$ cat src/rtl/fetch_pkg.sv
// rtl/fetch_pkg.sv - shared widths, done encoding and FSM state type for the fetch unit
package fetch_pkg;

  localparam int PC_W = 8;
  localparam int IW = 9;
  localparam int CNT_W = 16;
  localparam logic [IW-1:0] DONE_WORD = 9'b000_000_000;

  typedef enum logic [1:0] {
    IDLE = 2'd0,
    RUN  = 2'd1,
    HALT = 2'd2
  } fetch_state_t;

endpackage

$ cat src/rtl/sat_counter.sv
// rtl/sat_counter.sv - saturating up-counter with async and sync clear
// Ports:
//   clk, rst_n : clock, asynchronous active-low clear
//   clr        : synchronous clear, wins over inc
//   inc        : count up by one, holding at all-ones
//   count      : current value
module sat_counter #(
  parameter int CNT_W = 16
) (
  input  logic             clk,
  input  logic             rst_n,
  input  logic             clr,
  input  logic             inc,
  output logic [CNT_W-1:0] count
);

  logic [CNT_W-1:0] count_q;

  always_ff @(posedge clk or negedge rst_n) begin
    if (!rst_n) begin
      count_q <= '0;
    end else if (clr) begin
      count_q <= '0;
    end else if (inc && (count_q != {CNT_W{1'b1}})) begin
      count_q <= count_q + CNT_W'(1);
    end
  end

  assign count = count_q;

endmodule

$ cat src/rtl/fetch_unit.sv
// rtl/fetch_unit.sv - instruction fetch sequencer with decode handshake, redirect and halt
// Ports:
//   clk, rst_n           : clock, asynchronous active-low reset
//   start, start_pc      : begin fetching at start_pc (from IDLE or HALT)
//   PC, iptr             : address out to / word back from combinational instruction memory
//   inst, inst_pc        : registered instruction and its address to decode
//   inst_valid/inst_ready: decode handshake
//   br_taken, br_target  : redirect, qualified by the handshake
//   busy, halted         : state is RUN / HALT
//   retired              : saturating count of handshakes since the last start
module fetch_unit #(
  parameter int                PC_W      = fetch_pkg::PC_W,
  parameter int                IW        = fetch_pkg::IW,
  parameter logic [IW-1:0]     DONE_WORD = fetch_pkg::DONE_WORD,
  parameter int                CNT_W     = fetch_pkg::CNT_W
) (
  input  logic             clk,
  input  logic             rst_n,
  input  logic             start,
  input  logic [PC_W-1:0]  start_pc,
  output logic [PC_W-1:0]  PC,
  input  logic [IW-1:0]    iptr,
  output logic [IW-1:0]    inst,
  output logic [PC_W-1:0]  inst_pc,
  output logic             inst_valid,
  input  logic             inst_ready,
  input  logic             br_taken,
  input  logic [PC_W-1:0]  br_target,
  output logic             busy,
  output logic             halted,
  output logic [CNT_W-1:0] retired
);

  import fetch_pkg::*;

  fetch_state_t    state_q, state_d;
  logic [PC_W-1:0] pc_q, pc_d;
  logic [IW-1:0]   inst_q, inst_d;
  logic [PC_W-1:0] inst_pc_q, inst_pc_d;
  logic            valid_q, valid_d;

  logic handshake;
  logic restart;

  assign handshake = valid_q & inst_ready;
  // start only takes effect outside RUN; it also clears the retired count
  assign restart   = start & (state_q != RUN);

  always_comb begin
    state_d   = state_q;
    pc_d      = pc_q;
    inst_d    = inst_q;
    inst_pc_d = inst_pc_q;
    valid_d   = valid_q;
    unique case (state_q)
      IDLE: begin
        if (start) begin
          state_d = RUN;
          pc_d    = start_pc;
          valid_d = 1'b0;
        end
      end
      RUN: begin
        if (handshake && br_taken) begin
          // redirect drops the fall-through word and beats the done check
          pc_d    = br_target;
          valid_d = 1'b0;
        end else if (!valid_q || inst_ready) begin
          inst_d    = iptr;
          inst_pc_d = pc_q;
          valid_d   = 1'b1;
          if (iptr == DONE_WORD) begin
            state_d = HALT;
          end else begin
            pc_d = pc_q + PC_W'(1);
          end
        end
      end
      HALT: begin
        if (start) begin
          state_d = RUN;
          pc_d    = start_pc;
          valid_d = 1'b0;
        end else if (handshake) begin
          valid_d = 1'b0;
        end
      end
      default: state_d = IDLE;
    endcase
  end

  always_ff @(posedge clk or negedge rst_n) begin
    if (!rst_n) begin
      state_q   <= IDLE;
      pc_q      <= '0;
      inst_q    <= '0;
      inst_pc_q <= '0;
      valid_q   <= 1'b0;
    end else begin
      state_q   <= state_d;
      pc_q      <= pc_d;
      inst_q    <= inst_d;
      inst_pc_q <= inst_pc_d;
      valid_q   <= valid_d;
    end
  end

  sat_counter #(.CNT_W(CNT_W)) u_retired (
    .clk   (clk),
    .rst_n (rst_n),
    .clr   (restart),
    .inc   (handshake),
    .count (retired)
  );

  assign PC         = pc_q;
  assign inst       = inst_q;
  assign inst_pc    = inst_pc_q;
  assign inst_valid = valid_q;
  assign busy       = (state_q == RUN);
  assign halted     = (state_q == HALT);

endmodule

$ cat config.mk
export PLATFORM = sky130hd
export DESIGN_NAME = fetch_unit
export DESIGN_NICKNAME = d
export VERILOG_FILES = /design/src/rtl/fetch_pkg.sv /design/src/rtl/sat_counter.sv /design/src/rtl/fetch_unit.sv
export SDC_FILE = /design/constraint.sdc
export NUM_CORES = 1
export LEC_CHECK = 0
export CORE_MARGIN = 3
export CORE_UTILIZATION = 30
export CTS_CLUSTER_DIAMETER = 50
export DETAILED_ROUTE_END_ITERATION = 16
export PLACE_DENSITY = 0.66
export SLEW_MARGIN = 20
export SYNTH_ARGS = -nofsm -noshare
export SYNTH_HDL_FRONTEND = slang
export SYNTH_SLANG_ARGS = --single-unit
export TNS_END_PERCENT = 10
$ cat constraint.sdc
create_clock -name clk -period 2.5 [get_ports clk]
set_input_delay 0.75 -clock clk [delete_from_list [all_inputs] [get_ports clk]]
set_output_delay 0.75 -clock clk [all_outputs]
set_load 0.05 [all_outputs]
==> metrics.md, run 1 <==
| Metric | Value |
|---|---|
| Status | `complete, no violations` |
| Post_cts resized | `0` |
| Drc violations | `0` |
| Final Skew | `0.004115 ns` |
| DP HPWL | `4351 um` |
| Synth warn | `0` |
| Final wirelength | `5811 um` |
| Site Rows | `31` |
| CTS tree | `built` |
| 1st-iter DRT viols | `34` |
| Crit path DAT | `1.60 ns` |
| Worst-path fanout max | `6` |
| Via count | `1957` |
| Postcts setup bufs | `0` |
| Worst vdd ir | `0.4260 mV` |
| Core footprint | `0.007331 mm2` |
| Mapped Avg Cell Area | `10.51 um2` |
| Die width | `93.58 um` |
| IO Pins | `74` |
| Net Count, Synth | `254` |
| H-tree depth | `2` |
| Area delta synth->final | `45.30%` |
| Die area | `0.008756 mm2` |
| Max layer used | `met4` |
| Vias in the first global route | `2068` |
| Initial core utilization | `0.3139` |
| Netlist cell types | `46` |
| Vias per cell | `4.785` |
| R2R Setup Slk | `0.64 ns` |
| Clock transition at path regs | `0.08 ns` |
| Placer Congestion | `0.8213` |
| CTS max path bufs | `2` |
| Critical Path RT | `1.75 ns` |
| Num CTS Buffers | `5` |
| Port Buf Inserts | `73` |
| CP max-delay cell | `clkdlybuf4s50_1` |
| Synth Cell Area | `0.002301 mm2` |
| Worst relative slew slack | `0.4661` |
| Hold endpoint | `inst[8]` |
| Worst-Skew Late Latency | `0.29 ns` |
| Placed Area | `0.003253 mm2` |
| Final period util | `0.9382` |
| Largest net degree at the start of global routing | `35` |
| Setup TNS | `0 ns` |
| Setup crit start kind | `flop` |
| Final Cell Area | `0.003343 mm2` |
| Synth async-reset ratio | `1.000` |
| Max Freq | `0.4263 GHz` |
| Total Routing Usage GR | `0.1393` |
| Unrepaired setup endpoints after global routing | `false` |
| Root Driver | `clkbuf_8` |
| Routed WL per cell | `14.21 um` |
| Largest delay contributor family on the critical path | `buffers and inverters` |
| DRT met1 WL | `2741 um` |
| GRT overflow | `0` |
| Pleak | `1.410 nW` |
| Nets | `344` |
| FF-to-FF Start | `state_q[0]` |
| Final setup violation count | `0` |
| Routed length on met3 | `402 um` |
| Critical Setup Path Class | `reg -> out` |
| Least-Margin Pin Slew | `0.8009 ns` |
| Post-synth EDFFs | `0` |
| CP endpoint kind | `primary output` |
| Most frequent cells in the layout | `clkdlybuf4s50_1, dfrtp_1, nor2_1, buf_4, nand2_1` |
| Min-Delay Path Class | `reg -> reg` |
| First-pass DRT Iterations | `4` |
| Clk sinks | `44` |
| Hold path depth | `1` |
| Pwr dens | `1228 mW/mm2` |
| Hold Buf Count CTS | `0` |
| Critical Path Max Stage Delay | `0.84 ns` |
| Antenna viol nets, final | `0` |
| Mapped Cells | `219` |
| Final hold vios | `0` |
| Commonest non-fill, non-tap cell in the layout | `clkdlybuf4s50_1` |
| Fin. max-slew vios | `0` |
| Worst hold start | `inst[8]` |
| Ratio of cells with drive above 1 in the final layout | `0.1742` |
| Crit path time final | `2.346 ns` |
| FF-to-FF End | `PC[7]` |
| Flop and latch count out of synthesis | `44` |
| Antenna diodes | `0` |
| Fill count | `685` |
| Die H | `93.58 um` |
| First-pass GRT wire length | `9853 um` |
| Main synth FF type | `dfrtp_1` |
| Worst-path cell chain | `clkdlybuf4s50_1` |
| Part of the Yosys area used for sequential elements | `0.4785` |
| Reg2reg path depth | `5` |
| WL met2 | `2639 um` |
| Fin util | `0.4561` |
| Worst path bufs/invs | `1` |
| Initial antenna violation count | `0` |
| Max-cap violations | `0` |
## synthesized netlist by cell type (2+ instances only)
cell / n / area (um2)
a211oi_1: 2 / 15.01
a21oi_1: 7 / 35.03
a21oi_2: 2 / 17.52
a221o_1: 2 / 20.02
a22o_1: 2 / 17.52
and3_1: 8 / 50.05
and4_1: 3 / 26.28
buf_2: 3 / 15.01
clkbuf_1: 2 / 7.510
dfrtp_1: 44 / 1101
ha_1: 5 / 62.56
inv_1: 6 / 22.52
mux2_2: 16 / 180.2
mux2i_1: 2 / 20.02
nand2_1: 17 / 63.81
nand3_1: 7 / 35.03
nand4_1: 8 / 50.05
nor2_1: 28 / 105.1
nor2b_1: 3 / 18.77
nor3_1: 4 / 20.02
o211ai_1: 2 / 15.01
o21ai_0: 6 / 30.03
o21ai_1: 2 / 10.01
o31ai_1: 2 / 15.01
xnor2_1: 4 / 35.03
xor2_1: 12 / 105.1
## power breakdown
part	internal [mW]	switching, mW
clock	0.226	0.230
combinational	0.995	1.49
sequential	0.958	0.205
## area by class of cell
cell class	count	area, um2	area share
inverter	6	22.52	0.006737
tap	99	123.9	0.03705
sequential	44	1101	0.3293
clock buffer	8	90.09	0.02695
timing repair buffer	91	880.8	0.2635
multi-input combinational	161	1125	0.3365
## worst max path at each step
stage / startpoint / end / slack, ns / depth (start not counted)
after floorplan: state_q[0] / PC[7] / 0.43 / 7
after global placement: iptr[1] / PC[0] / 0.004 / 8
after detailed placement: iptr[1] / PC[0] / -0.01 / 8
after CTS: u_retired.count[8] / retired[8] / 0.15 / 1
after global routing: PC[0] / PC[0] / 0.11 / 1
final: PC[0] / PC[0] / 0.15 / 1
## stage by stage
stage,hold slack (ns),total power [mW],worst slack (ns),std cells
after floorplan,0.4544,2.828,0.4330,219
after global placement,0.4876,3.651,0.004166,401
after detailed placement,0.4933,3.680,-0.01048,401
after CTS,0.5124,4.148,0.1479,409
after global routing,0.5265,4.362,0.1120,409
final,0.5103,4.106,0.1544,409
## registers in the layout, indices dropped and copies added (netlist names)
register,cells
inst_pc,8
inst,9
PC,8
u_retired.count,16
inst_valid,1
state_q,2
## kinds of logic after synthesis
group | share of synthesized area
flip-flops | 0.4785
adder cells (fa/ha/maj) | 0.02719
AND/OR/NAND/NOR | 0.1996
buffers and inverters | 0.03262
XOR/XNOR | 0.06090
multiplexers | 0.08700
AO/OA/AOI/OAI | 0.1142
## layer usage
layer  GRT usage  up-vias
met2      0.2192       59
met3     0.04103        2
met4     0.02888        0
li1            -      961
met1      0.1906      935
met5           0        -
(Power assumes the default switching activity.)
==> inputs of run 2 (changes only) <==
CAP_MARGIN = 40   (was default)
PLACE_DENSITY = 0.65   (was 0.66)
SYNTH_HIERARCHICAL = 1   (was default)
==> run 2 against run 1 <==
Via count up 19%. Die area up 9.5%. Register-to-register slack got worse by 0.09 ns. Sequential power about the same. Worst setup slack lost 0.056 ns. Sequential share of layout area shrank 1.9 points. Hold slack got worse by 0.0078 ns. Clock skew is 0.0014 ns higher. Fmax fell by 2.3%. Routed wire length grew 18%. Largest cell class unchanged.
==> metrics.md, run 2 <==
| Metric | Value |
|---|---|
| Setup crit start kind | `flop` |
| Top cell type's share of synthesized area | `0.4346` |
| R2R Setup Slk | `0.55 ns` |
| Post-synth EDFFs | `0` |
| Net Sw Power | `2.029 mW` |
| Crit path time final | `2.401 ns` |
| Critical Setup Path Class | `reg -> out` |
| Post-synthesis compound-gate area fraction | `0.1496` |
| Top cells by area, synth | `dfrtp_1, mux2_2, a21oi_1` |
| CP max-delay cell | `clkdlybuf4s50_1` |
| H-tree depth | `2` |
| Synth warn | `6` |
| Internal power | `2.238 mW` |
| Worst-Skew Late Latency | `0.29 ns` |
| Fill count | `778` |
| Met2 Use GR | `0.2361` |
| Port Buf Inserts | `73` |
| Main synth FF type | `dfrtp_1` |
| Worst vdd ir | `0.8926 mV` |
| Power share of the clock group | `0.112` |
| Max FFs per register | `16` |
| Max-cap violations | `0` |
| Mapped Cells | `249` |
| Synth Area in Adders | `0.02963` |
| Area of the multi-input gates | `0.001314 mm2` |
| Worst relative slew slack | `0.5190` |
| Part of the Yosys area used for sequential elements | `0.4346` |
| Setup TNS | `0 ns` |
| Final wirelength | `6864 um` |
| Die width | `97.90 um` |
| Antenna viol nets, final | `0` |
| GR Layer Usage met3 | `0.03857` |
| GRT overflow | `0` |
| Initial antenna violation count | `0` |
| Placer Congestion | `0.8611` |
| 1st-iter DRT viols | `100` |
| IO Pins | `74` |
| Synth Cell Area | `0.002534 mm2` |
| Sequential fraction of design power | `0.270` |
| Nets | `372` |
| Area delta synth->final | `40.25%` |
| Post-Synth Simple-Gate Area | `0.2252` |
| Worst-path fanout max | `9` |
| Post-synthesis mux area share | `0.1037` |
| Mapped Avg Cell Area | `10.18 um2` |
| Root Driver | `clkbuf_8` |
| Placed Area | `0.003460 mm2` |
| Clock transition at path regs | `0.09 ns` |
| Post_cts resized | `0` |
| Met1 Use GR | `0.1832` |
| Busiest grt layer | `met2` |
| Hold Buf Count CTS | `0` |
| Vias per cell | `5.285` |
| Pleak | `1.451 nW` |
| CP endpoint kind | `primary output` |
| Antenna diodes | `0` |
| Synth top cells by count | `dfrtp_1, nand2_1, a21oi_1, mux2_2, nand3_1` |
| CTS tree | `built` |
| Unrepaired setup endpoints after global routing | `false` |
| Final hold vios | `0` |
| Net Count, Synth | `285` |
| Critical Path RT | `1.75 ns` |
| Die area | `0.009584 mm2` |
| Worst path bufs/invs | `1` |
| Largest delay contributor family on the critical path | `buffers and inverters` |
| Ratio of cells with drive above 1 in the final layout | `0.1988` |
| CTS max path bufs | `2` |
| Core footprint | `0.007968 mm2` |
| Final Cell Area | `0.003553 mm2` |
| Most frequent cells in the layout | `clkdlybuf4s50_1, dfrtp_1, buf_4, nand2_1` |
| Largest net degree at the start of global routing | `30` |
| DP HPWL | `5119 um` |
| Post-synthesis xor/xnor area fraction | `0.01037` |
| Combinational share of power | `0.618` |
| Commonest non-fill, non-tap cell in the layout | `clkdlybuf4s50_1` |
| Final Skew | `0.005561 ns` |
| Vias in the first global route | `2324` |
| Synth async-reset ratio | `1.000` |
| Num CTS Buffers | `5` |
| Routed WL per cell | `15.64 um` |
| Pwr dens | `1201 mW/mm2` |
| Netlist cell types | `50` |
| First-pass DRT Iterations | `4` |
| Largest family of logic cells by synthesized area | `simple AND/OR/NAND/NOR gates` |
| Most common cell in the netlist | `dfrtp_1` |
| Register area | `0.001101 mm2` |
| Flop and latch count out of synthesis | `44` |
| Status | `complete, no violations` |
| Max Freq | `0.4165 GHz` |
| Clk sinks | `44` |
| Final period util | `0.9605` |
| Die H | `97.90 um` |
| Crit path DAT | `1.65 ns` |
| Switching portion of total power | `0.4756` |
| Cell taking the most area after synthesis | `dfrtp_1` |
| Worst-path cell chain | `clkdlybuf4s50_1` |
| Least-Margin Pin Slew | `0.7214 ns` |
| Final setup violation count | `0` |
| Fin. max-slew vios | `0` |
| Critical Path Max Stage Delay | `0.86 ns` |
| Postcts setup bufs | `0` |
| Initial core utilization | `0.3180` |
| Drc violations | `0` |
| Via count | `2320` |
| Min-Delay Path Class | `in -> async` |
| Total Routing Usage GR | `0.1412` |
| First-pass GRT wire length | `11310 um` |
| Site Rows | `32` |
==> run 2: cell type report <==
class / count / area share
multi-input combinational: 183 / 0.3697
sequential: 44 / 0.3099
timing repair buffer: 93 / 0.2486
tap: 102 / 0.03592
clock buffer: 7 / 0.02430
inverter: 9 / 0.009507
clock inverter: 1 / 0.002113
==> run 2: power groups by stage <==
stage | clock [mW] | sequential (mW) | combinational (mW)
6_report | 0.479 | 1.15 | 2.64
5_1_grt | 0.526 | 1.19 | 2.80
4_1_cts | 0.492 | 1.16 | 2.65
3_5_place_dp | 0 | 1.16 | 2.64
3_3_place_gp | 0 | 1.16 | 2.63
2_1_floorplan | 0 | 1.95 | 0.976
==> run 2: logic make-up (layout without fill, tap and decap cells) <==
group / Yosys count / count (layout)
compound gates: 58 / 58
xor+xnor: 3 / 3
fa+ha+maj: 6 / 6
buf+inv: 22 / 110
flops: 44 / 44
mux: 23 / 23
simple gates: 93 / 93
==> run 2: per-stage QoR <==
step,hold slack [ns],setup WS [ns],power (mW),cells,utilization
floorplan,0.4544,0.2238,2.922,249,-
global placement,0.4876,0.03124,3.790,431,0.4342
detailed placement,0.4940,-0.02573,3.804,431,0.4342
CTS,0.5175,0.08444,4.301,439,0.4460
global route,0.5359,0.02400,4.519,439,0.4460
finish,0.5025,0.09881,4.267,439,0.4460
==> run 2: per-layer routing <==
layer | vias to the layer above | part of all wire | wire, um
met2 | 78 | 0.47 | 3199
li1 | 1104 | - | -
met4 | 0 | 0.0050 | 34
met5 | - | 0 | 0
met3 | 4 | 0.066 | 453
met1 | 1134 | 0.46 | 3178
==> run 2: path summary, 6_finish.rpt <==
kind	depth (start not counted)	from	to
min	1	rst_n	u_retired/count[12]
min reg2reg	1	inst_pc[7]	inst_pc[7]
min in group clk	1	inst_pc[7]	inst_pc[7]
max in group asynchronous	2	rst_n	inst_pc[7]
max reg2reg	6	state_q[1]	PC[1]
max	1	inst_valid	inst_valid
==> inputs of run 3 (changes only) <==
CORE_UTILIZATION = 48   (was 30)
PLACE_DENSITY = 0.91   (was 0.65)
==> run 3 against run 2 <==
Non-clock buffer count fell by 1. Die area fell by 35%. Via count rose by 2.1%. Design area fell by 1.5%. Sequential share of layout area rose by 0.48 points. Critical path depth did not move. Critical path type unchanged. First-iteration DRC count rose by 43%. Fmax fell by 1.0%. Global-route usage rose by 8.6 points. Core utilization rose by 27 points. Worst setup slack got worse by 0.025 ns. Power fell by 0.88%.
==> metrics.md, run 3 (synthesis gave the netlist of run 2 again) <==
| Metric | Value |
|---|---|
| Status | `complete, no violations` |
| Ratio of cells with drive above 1 in the final layout | `0.2000` |
| Critical Setup Path Class | `reg -> out` |
| Final hold vios | `0` |
| Placer Congestion | `0.9321` |
| Core footprint | `0.004911 mm2` |
| Hold Buf Count CTS | `0` |
| Num CTS Buffers | `5` |
| Routed WL per cell | `16.70 um` |
| Setup slack after layout | `0.07341 ns` |
| Placed cell count | `395` |
| Die H | `78.66 um` |
| Final Skew | `0.004091 ns` |
| Pwr dens | `1209 mW/mm2` |
| Antenna diodes | `0` |
| Max FFs per register | `16` |
| CTS tree | `built` |
| Final setup violation count | `0` |
| Via count | `2369` |
| Least-Margin Pin Slew | `0.5369 ns` |
| Unrepaired setup endpoints after global routing | `false` |
| Pleak | `1.445 nW` |
| Total Routing Usage GR | `0.2269` |
| Commonest non-fill, non-tap cell in the layout | `clkdlybuf4s50_1` |
| CP max-delay cell | `clkdlybuf4s50_1` |
| Vias in the first global route | `2449` |
| Worst vdd ir | `1.075 mV` |
| Worst path bufs/invs | `1` |
| Crit path time final | `2.427 ns` |
| CTS max path bufs | `2` |
| Initial core utilization | `0.5159` |
| Largest delay contributor family on the critical path | `buffers and inverters` |
| Setup TNS | `0 ns` |
| Crit path DAT | `1.68 ns` |
| Port Buf Inserts | `73` |
| Min-Delay Path Class | `in -> async` |
| Site Rows | `25` |
| IO Pins | `74` |
| Worst-path fanout max | `7` |
| Largest net degree at the start of global routing | `21` |
| Vias per cell | `5.893` |
| First-pass GRT wire length | `11270 um` |
| Final wirelength | `6712 um` |
| Post_cts resized | `0` |
| Clock transition at path regs | `0.08 ns` |
| Clk sinks | `44` |
| Nets | `371` |
| Final period util | `0.9706` |
| Die area | `0.006187 mm2` |
| Most frequent cells in the layout | `clkdlybuf4s50_1, dfrtp_1, nand2_1, buf_4` |
| Worst-Skew Late Latency | `0.30 ns` |
| 1st-iter DRT viols | `143` |
| Setup crit start kind | `flop` |
| Power Total | `4.230 mW` |
| Root Driver | `clkbuf_8` |
| Critical Path RT | `1.75 ns` |
| Placement Setup Slack | `0.04717 ns` |
| Die width | `78.66 um` |
| Worst-path cell chain | `clkdlybuf4s50_1` |
| Fin. max-slew vios | `0` |
| Max Freq | `0.4121 GHz` |
| First-pass DRT Iterations | `4` |
| GRT overflow | `0` |
| DP HPWL | `5039 um` |
| Postcts setup bufs | `0` |
| Critical Path Max Stage Delay | `0.87 ns` |
| Non-Filler Instances | `402` |
| Worst relative slew slack | `0.6409` |
| Initial antenna violation count | `0` |
| Area delta synth->final | `38.12%` |
| Drc violations | `0` |
| Antenna viol nets, final | `0` |
| Max-cap violations | `0` |
| CP endpoint kind | `primary output` |
| H-tree depth | `2` |
==> run 3: cell count changes in the layout (fill, tap and decap cells not counted) <==
cell             delta
clkbuf_1            -1
buf_4               -1
clkinv_2            +1
clkdlybuf4s50_1     -1
clkbuf_8            -1
buf_12              +1
==> run 3: final timing paths <==
kind	startpoint	end	slack, ns	cells after the start
max	PC[1]	PC[1]	0.07	1
min	rst_n	inst[1]	0.36	1
max reg2reg	u_retired/count[0]	u_retired/count[3]	0.58	6
min reg2reg	inst_pc[0]	inst_pc[0]	0.51	1
max in group asynchronous	rst_n	PC[4]	1.58	2
min in group clk	inst_pc[0]	inst_pc[0]	0.51	1
==> run 3: per-layer routing <==
metal / vias to the layer above / GRT usage / part of all wire
met3: 9 / 0.05505 / 0.081
li1: 1112 / - / -
met4: 0 / 0.07867 / 0.013
met1: 1155 / 0.2561 / 0.37
met2: 93 / 0.4134 / 0.53
met5: - / 0 / 0
==> run 3: final cells by class <==
| class | instances | area [um2] |
|---|---|---|
| clock inverters | 2 | 12.51 |
| multi-input cells | 183 | 1314 |
| flip-flops and latches | 44 | 1101 |
| clock buffers | 5 | 68.82 |
| inverters | 9 | 33.78 |
| fillers | 374 | 1411 |
| well taps | 67 | 83.83 |
| repair buffers | 92 | 885.9 |
==> run 3: stage by stage <==
step | hold WS, ns | util | instance area, um2
CTS | 0.3668 | 0.7126 | 3500
global placement | 0.4867 | 0.6961 | 3418
global route | 0.3831 | 0.7126 | 3500
floorplan | 0.4544 | - | 2534
detailed placement | 0.4926 | 0.6961 | 3418
finish | 0.3591 | 0.7126 | 3500
==> run 3: power breakdown <==
group / internal, mW / total [mW] / switching, mW
logic: 1.05 / 2.62 / 1.57
clock network: 0.189 / 0.433 / 0.244
registers: 0.957 / 1.17 / 0.216
